## src/rtl/stream_hasher.sv

```systemverilog
// stream_hasher: absorbs a byte stream round-robin into NUM_CHAINS hash chains, XOR-folds them and emits a rotated 32-bit digest.
module hash_round (
  input  logic [31:0] state_i,
  input  logic [7:0]  byte_i,
  output logic [31:0] state_o
);
  logic [31:0] mixed;
  assign mixed   = state_i ^ {24'h0, byte_i};
  assign state_o = {mixed[26:0], mixed[31:27]} + 32'h9E3779B9;
endmodule

module rotator #(
  parameter int WIDTH = 32
) (
  input  logic [WIDTH-1:0]         data_i,
  input  logic                     dir_i,
  input  logic [$clog2(WIDTH)-1:0] dist_i,
  output logic [WIDTH-1:0]         data_o
);
  logic [2*WIDTH-1:0] sl, sr;
  assign sl     = {data_i, data_i} << dist_i;
  assign sr     = {data_i, data_i} >> dist_i;
  assign data_o = dir_i ? sl[2*WIDTH-1:WIDTH] : sr[WIDTH-1:0];
endmodule

module stream_hasher #(
  parameter int  NUM_CHAINS = 2,
  parameter int  MAX_LEN    = 255,
  localparam int LEN_W      = $clog2(MAX_LEN + 1)
) (
  input  logic             clk,
  input  logic             reset,
  input  logic             in_valid,
  output logic             in_ready,
  input  logic [7:0]       in_byte,
  input  logic             in_last,
  input  logic             in_empty,
  output logic             hash_valid,
  input  logic             hash_ready,
  output logic [31:0]      hash,
  output logic [LEN_W-1:0] hash_len,
  output logic             overflow
);
  localparam int IDX_W = NUM_CHAINS > 1 ? $clog2(NUM_CHAINS) : 1;
  typedef enum logic [1:0] {IDLE, ABSORB, FINAL, DONE} state_t;
  state_t           state_q, state_d;
  logic [31:0]      chain_q [NUM_CHAINS];
  logic [31:0]      round_out, fold, rot_out, hash_q;
  logic [IDX_W-1:0] idx_q;
  logic [LEN_W-1:0] cnt_q;
  logic             hash_valid_q, overflow_q;
  logic             accept, empty_msg, absorb, release_hash;
  assign in_ready     = state_q == IDLE || state_q == ABSORB;
  assign accept       = in_valid && in_ready;
  assign empty_msg    = state_q == IDLE && in_empty && in_last;
  assign absorb       = accept && !empty_msg && cnt_q < LEN_W'(MAX_LEN);
  assign release_hash = hash_valid_q && hash_ready;
  hash_round u_round (
    .state_i(chain_q[idx_q]),
    .byte_i (in_byte),
    .state_o(round_out)
  );
  always_comb begin
    fold = '0;
    for (int k = 0; k < NUM_CHAINS; k++) fold = fold ^ chain_q[k];
  end
  rotator #(.WIDTH(32)) u_rot (
    .data_i(fold),
    .dir_i (cnt_q != '0),
    .dist_i(fold[4:0]),
    .data_o(rot_out)
  );
  always_comb begin
    state_d = state_q == FINAL ? DONE :
              state_q == DONE  ? (release_hash ? IDLE : DONE) :
              accept           ? (in_last ? FINAL : ABSORB) : state_q;
  end
  always_ff @(posedge clk) begin
    state_q <= reset ? IDLE : state_d;
    if (reset || release_hash) begin
      // 0x55555555 rotated left by k simply alternates with the parity of k
      for (int k = 0; k < NUM_CHAINS; k++) chain_q[k] <= (k % 2 == 1) ? 32'hAAAAAAAA : 32'h55555555;
      idx_q      <= '0;
      cnt_q      <= '0;
      overflow_q <= 1'b0;
    end else if (absorb) begin
      chain_q[idx_q] <= round_out;
      idx_q          <= idx_q == IDX_W'(NUM_CHAINS - 1) ? '0 : idx_q + IDX_W'(1);
      cnt_q          <= cnt_q + LEN_W'(1);
    end else if (accept && !empty_msg) begin
      overflow_q <= 1'b1;
    end
    if (reset) begin
      hash_q       <= '0;
      hash_valid_q <= 1'b0;
    end else if (state_q == FINAL) begin
      hash_q       <= rot_out;
      hash_valid_q <= 1'b1;
    end else if (release_hash) begin
      hash_valid_q <= 1'b0;
    end
  end
  assign hash_valid = hash_valid_q;
  assign hash       = hash_q;
  assign hash_len   = cnt_q;
  assign overflow   = overflow_q;
endmodule

```

## config.mk

```make
export PLATFORM = sky130hd
export DESIGN_NAME = stream_hasher
export DESIGN_NICKNAME = d
export VERILOG_FILES = /design/src/rtl/stream_hasher.sv
export SDC_FILE = /design/constraint.sdc
export NUM_CORES = 1
export LEC_CHECK = 0
export ABC_AREA = 1
export CAP_MARGIN = 25
export CELL_PAD_IN_SITES_DETAIL_PLACEMENT = 1
export CELL_PAD_IN_SITES_GLOBAL_PLACEMENT = 2
export CORE_MARGIN = 2
export CORE_UTILIZATION = 36
export CTS_CLUSTER_DIAMETER = 150
export DETAILED_ROUTE_END_ITERATION = 16
export DONT_BUFFER_PORTS = 1
export GPL_TIMING_DRIVEN = 0
export PLACE_DENSITY_LB_ADDON = 0.12
export SLEW_MARGIN = 20
export SYNTH_ARGS = -nofsm -noshare
export SYNTH_HDL_FRONTEND = slang
export SYNTH_HIERARCHICAL = 1
export SYNTH_SLANG_ARGS = --single-unit
```

## constraint.sdc

```tcl
create_clock -name clk -period 3.2 [get_ports clk]
set_clock_uncertainty 0.05 [all_clocks]
set_input_delay 0.16 -clock clk [delete_from_list [all_inputs] [get_ports clk]]
set_output_delay 0.16 -clock clk [all_outputs]
set_load 0.1 [all_outputs]
```

## After elaboration in Yosys (flattened, before gate mapping)

Memories as Yosys holds them, arrays and structs flattened. A register that Yosys moved wholly into a read port is not among the register bits.
Cells that the tools add are included.

- Add/sub/neg operators: 3
- Magnitude comparators: 1
- Equal/unequal tests: 3
- Shift-type cells: 2
- Mux-type cells: 19
- Bitwise logic cells: 3
- Reductions and logical operators: 15

Operators by type and width:

| kind | number |
|---|---|
| two-way mux 32 bit | 2 |
| << shifter 64 x 5 -> 64 bit | 1 |
| >> shifter 64 x 5 -> 32 bit | 1 |
| adder 32 bit (second input constant) | 1 |
| OR reduction 32 bit | 1 |
| bitwise XOR 32 bit | 1 |
| bitwise XOR 32 x 8 -> 32 bit | 1 |
| two-way mux 1 bit | 12 |
| two-way mux 2 bit | 5 |
| adder 8 x 1 -> 8 bit (second input constant) | 1 |
| < comparator 8 bit (second input constant) | 1 |
| nonzero test 8 bit | 1 |
| logical AND 1 bit | 6 |
| equality test 2 bit (second input constant) | 2 |
| nonzero test 3 bit | 1 |
| equality test 2 x 1 -> 1 bit (second input constant) | 1 |
| zero test 2 bit | 1 |
| logical OR 1 bit | 2 |
| AND reduction 2 bit | 1 |
| nonzero test 2 bit | 1 |
| adder 1 bit (second input constant) | 1 |
| zero test 1 bit | 1 |
| NOT 1 bit | 1 |

- Register bits after elaboration: 45
- Memory bits (writable): 64
- Input bits: 14
- Output and inout port bits: 43
- Logic and storage cells: 53
- Memories: 1

Memories:

| name | depth | bits a word | rd ports | clocked after memory_dff | write ports | RTL line | source |
|---|---|---|---|---|---|---|---|
| chain_q | 2 | 32 | 3 | 1 | 2 | 47 | `logic [31:0] chain_q [NUM_CHAINS];` |

## Depth between registers and ports, before layout

- Depth after elaboration: 11
- Mapped depth: 16
- Gate-level depth less buffers: 15

## By module

Netlist, hierarchy kept.

By module, submodules not included:

| module | times used | cells each | area each (um^2) | seq. area each (um^2) |
|---|---|---|---|---|
| stream_hasher | 1 | 488 | 4877.2 | 2842.7 |
| rotator | 1 | 808 | 3749.8 | 0.0 |
| hash_round | 1 | 322 | 1465.2 | 0.0 |

## Least setup slack after synthesis

Ideal clock, no wire load.

- Kind: register -> register
- Start: register cnt_q[1], in the netlist hash_len[1]
- End: memory chain_q[0][0] (enable)
- Setup time: 478 ps
- Arrival: 2719 ps
- Required time: 2672 ps
- Path slack: -47 ps
- Stages on the path, launching flop included: 11
- Path buffers: 2
- Clock period less this slack: 3247 ps
- Cells stage by stage: dfxtp_1 -> ha_1 -> nand2_4 -> nor2_8 -> nand2_4 -> nand2_4 -> nor2_2 -> nand2_2 -> buf_6 -> buf_12 -> nand2_1

RTL lines:

| element | RTL line | source |
|---|---|---|
| from (decl) | 50 | `logic [LEN_W-1:0] cnt_q;` |
| from (signal assigned) | 89 | `cnt_q <= cnt_q + LEN_W'(1);` |
| to (decl) | 47 |  |

==> metrics.txt <==
global-route wire length before repair=around 70000 microns; post-CTS setup buffer count=0; worst hold path type=in2reg; slack of the worst reg-to-reg path=about 0.15 ns; endpoint required time on the critical path=3.26 ns; pin count of the biggest net entering global routing=25; Die Footprint=29400 sq um; net switching power=slightly above 3 mW; MaxCap Viol Count=0; via count of the first global-routing pass=roughly 12k; number of nets still failing antenna checks after routing=0; net switching share of the total power=50.7%; Least-Margin Pin Slew=about 1.1 ns; H-tree level count=3; run status=finished, final reports clean; row cnt=a little over 60; remaining global-route overflow=0; layout-stage area growth over the synthesis result=10.1%; count of mapped cells out of synthesis=between 1.5k and 2k; Gate power share=roughly half; Total Nets Final=between 1.5k and 2k; Routed WL=~47000 microns; most frequent cells after synthesis=487 x nand3_1, 462 x nand2_1, 147 x nor2_1, 98 x inv_1, 64 x edfxtp_1; final critical-path share of the clock period=95.3%; overall power of the completed layout=about 6.0 mW; fraction of synthesized cell area taken by the top area cell type=about a quarter; launching instance or port of the critical path=hash_valid; clock group share of total power=18.5%; mean instance size in the synthesized netlist=just over 6 sq um; Synthesis Warnings=6; critical hold path startpoint=reset; largest buffer count on any clock path=2; count of endpoints failing setup in the final report=0; tightest slew margin relative to the limit=between 20% and 30%; count of TritonRoute iterations in the first routing pass=6; overall fraction of global-route tracks in use=around 33%; Startpoint Class=register; Arrival @ worst endpoint=between 3 and 4 ns; Clk Latency, worst-skew pair=between 0.3 and 0.4 ns; sequential power share=32.5%; number of storage elements in the synthesis netlist=110; total power per unit cell area=537 nW/um^2; async set-or-reset flop fraction in the synthesized netlist=0%; via/cell ratio=between 5 and 6; total placed cells including tap cells=between 2k and 2.5k; highest clock frequency the design can meet=approximately 330 MHz; worst ir drop on vdd=between 0.2 and 0.25 mV; non-filler instance count after layout=about 2.0k; Detailed Route Iter0 Violations=1206; starting density of the core=between 30% and 40%; Die Wd=171 microns; core footprint=about 28000 sq um; Critical path destination=chain_q[1][4]; CTS Root Buffer Type=clkbuf_16; Static Leak=5.05 nW; number of primary I/O pins=57; Final Hold Vio Count=0; number of vias after detailed routing=between 10k and 15k; final weighted congestion of routability-driven global placement=about 1; Detail Placement HPWL=36400 microns; cells taking the most area after synthesis=nand3_1 24%, edfxtp_1 19%, nand2_1 17%; final max-slew violation count=0; post-synth cell types=37; post-layout min period=just over 3 ns; DR DRC count=0; sequential area share after synthesis=around 28%; endpoint type of the worst setup path=register; number of enable-type register cells in the synthesized netlist=64; path depth of the worst reg2reg path=7; Post-Synthesis Net Count=between 1.5k and 2k; Routed WL per cell=roughly 23 microns; count of port buffers added during placement=0; r2r endpoint=chain_q[1][4]; area leader, netlist=nand3_1; top flip-flop cell by instance count after synthesis=edfxtp_1; number of diodes=0; antenna violations before repair=1; Int Power=2.94 mW; post-CTS clock slew at the launch and capture registers of the worst setup and hold paths=0.08 ns; number of buffers inserted during clock tree synthesis=9; biggest fanout along the worst timing path=24; worst setup path category=reg2reg; clock tree from TritonCTS=yes; vertical extent of the die=171 microns; share of layout cells above drive strength 1=approximately a tenth; Crit Reg-Reg Startpoint=hash_valid; netlist area before placement=slightly above 10000 sq um; count of clock tree sinks=110; most frequent cell after synthesis=nand3_1
-- cell families (layout without fill, tap and decap cells) --
group / Yosys count / in the layout / share of synthesized area (%)
buffers and inverters: 193 / 224 / 8.41
adders and majority gates: 3 / 3 / 0.372
xor gates and xnor gates: 53 / 53 / 4.67
and+or+nand+nor: 1161 / 1161 / 51.4
AOI/OAI and AO/OA: 66 / 66 / 3.43
muxes: 32 / 32 / 3.57
DFF: 110 / 110 / 28.2
-- worst min-delay path by stage --
stage,slack [ns],cells after the start,end
after floorplan,0.18,1,hash_valid
after global placement,0.18,1,hash_valid
after detailed placement,0.18,1,hash_valid
after CTS,0.04,3,hash[17]
after global routing,0.09,3,state_q[0]
final,0.07,3,hash[17]
-- critical path, stage by stage, from the launching register on --
cell and delay [ns]:
dfxtp_1 0.99, nand2_1 0.19, nand2_2 0.25, inv_1 0.17, nand3_2 0.30, buf_2 0.33, nand2_2 0.24, buf_12 0.24
-- state kept, by name, indices dropped and copies added (netlist names), named ones only --
signal,flops
chain_q,64
hash,32
hash_len,8
hash_valid,1
idx_q,1
overflow,1
state_q,2
-- layout make-up --
class / instances / area [sq um]
buffer: 84 / 440
clock buffer: 11 / 243
clock inverter: 5 / 40.0
fill: 3728 / 16600
inverter: 108 / 409
multi-input combinational: 1315 / 6420
sequential: 110 / 2850
tap: 378 / 473
timing repair buffer: 16 / 238
-- power by group through the flow --
stage | sequential [mW] | clock [mW] | combinational (mW)
2_1_floorplan | 1.95 | 0 | 1.85
6_report | 1.94 | 1.10 | 2.92
5_1_grt | 1.95 | 1.17 | 3.16
3_3_place_gp | 1.96 | 0 | 2.75
3_5_place_dp | 1.97 | 0 | 2.79
4_1_cts | 1.94 | 1.12 | 2.80
-- cell usage in the layout (no fill, tap or decap), types with 2 or more instances in the layout --
cell             n
dlygate4sd3_1    6
nand3_1        487
a21oi_1         21
clkbuf_1        21
xor2_2           2
inv_1           98
nor3_1           3
buf_16           3
nand2_2         39
buf_12           3
nand4_1          8
buf_1           17
edfxtp_1        64
clkbuf_16       10
clkinv_2         2
nand3_2          2
nand2_4          4
buf_4            6
dfxtp_1         42
xnor2_1          3
mux2_2          29
buf_6            7
nand2_1        460
inv_2            8
mux2_1           3
buf_2           34
ha_1             3
o21ai_0         41
xor2_1          48
dfxtp_2          4
clkbuf_2         2
nor2_2           4
a31oi_1          2
nand3b_1         2
nor2_4           3
inv_6            3
nor2_1         146
-- repair_timing --
action | in CTS | in global routing
endpoints found under the setup margin | 12 | 18
gates resized for setup | 0 | 6
hold buffers | 6 | 0
endpoints found under the hold margin | 3 | 0
-- layer usage --
metal	routed length (microns)	up-vias	GRT usage, %
li1	-	5432	-
met1	19500	5660	41.3
met2	22000	462	53.1
met3	3130	146	5.34
met4	2870	2	19.2
met5	15	-	0
-- per-stage QoR --
stage               TNS (ns)  util (%)  hold WS [ns]  setup slack [ns]  area (sq um)
floorplan                  0         -         0.179             0.159         10100
global placement      -40.89      38.1         0.180            -0.665         10600
detailed placement    -0.413      38.7         0.184           -0.0848         10700
CTS                        0      39.9        0.0434            0.0442         11100
global route         -0.0837      40.1        0.0896          -0.00885         11100
finish                     0      40.1        0.0697             0.152         11100
Power figures use the tool's default switching activity.
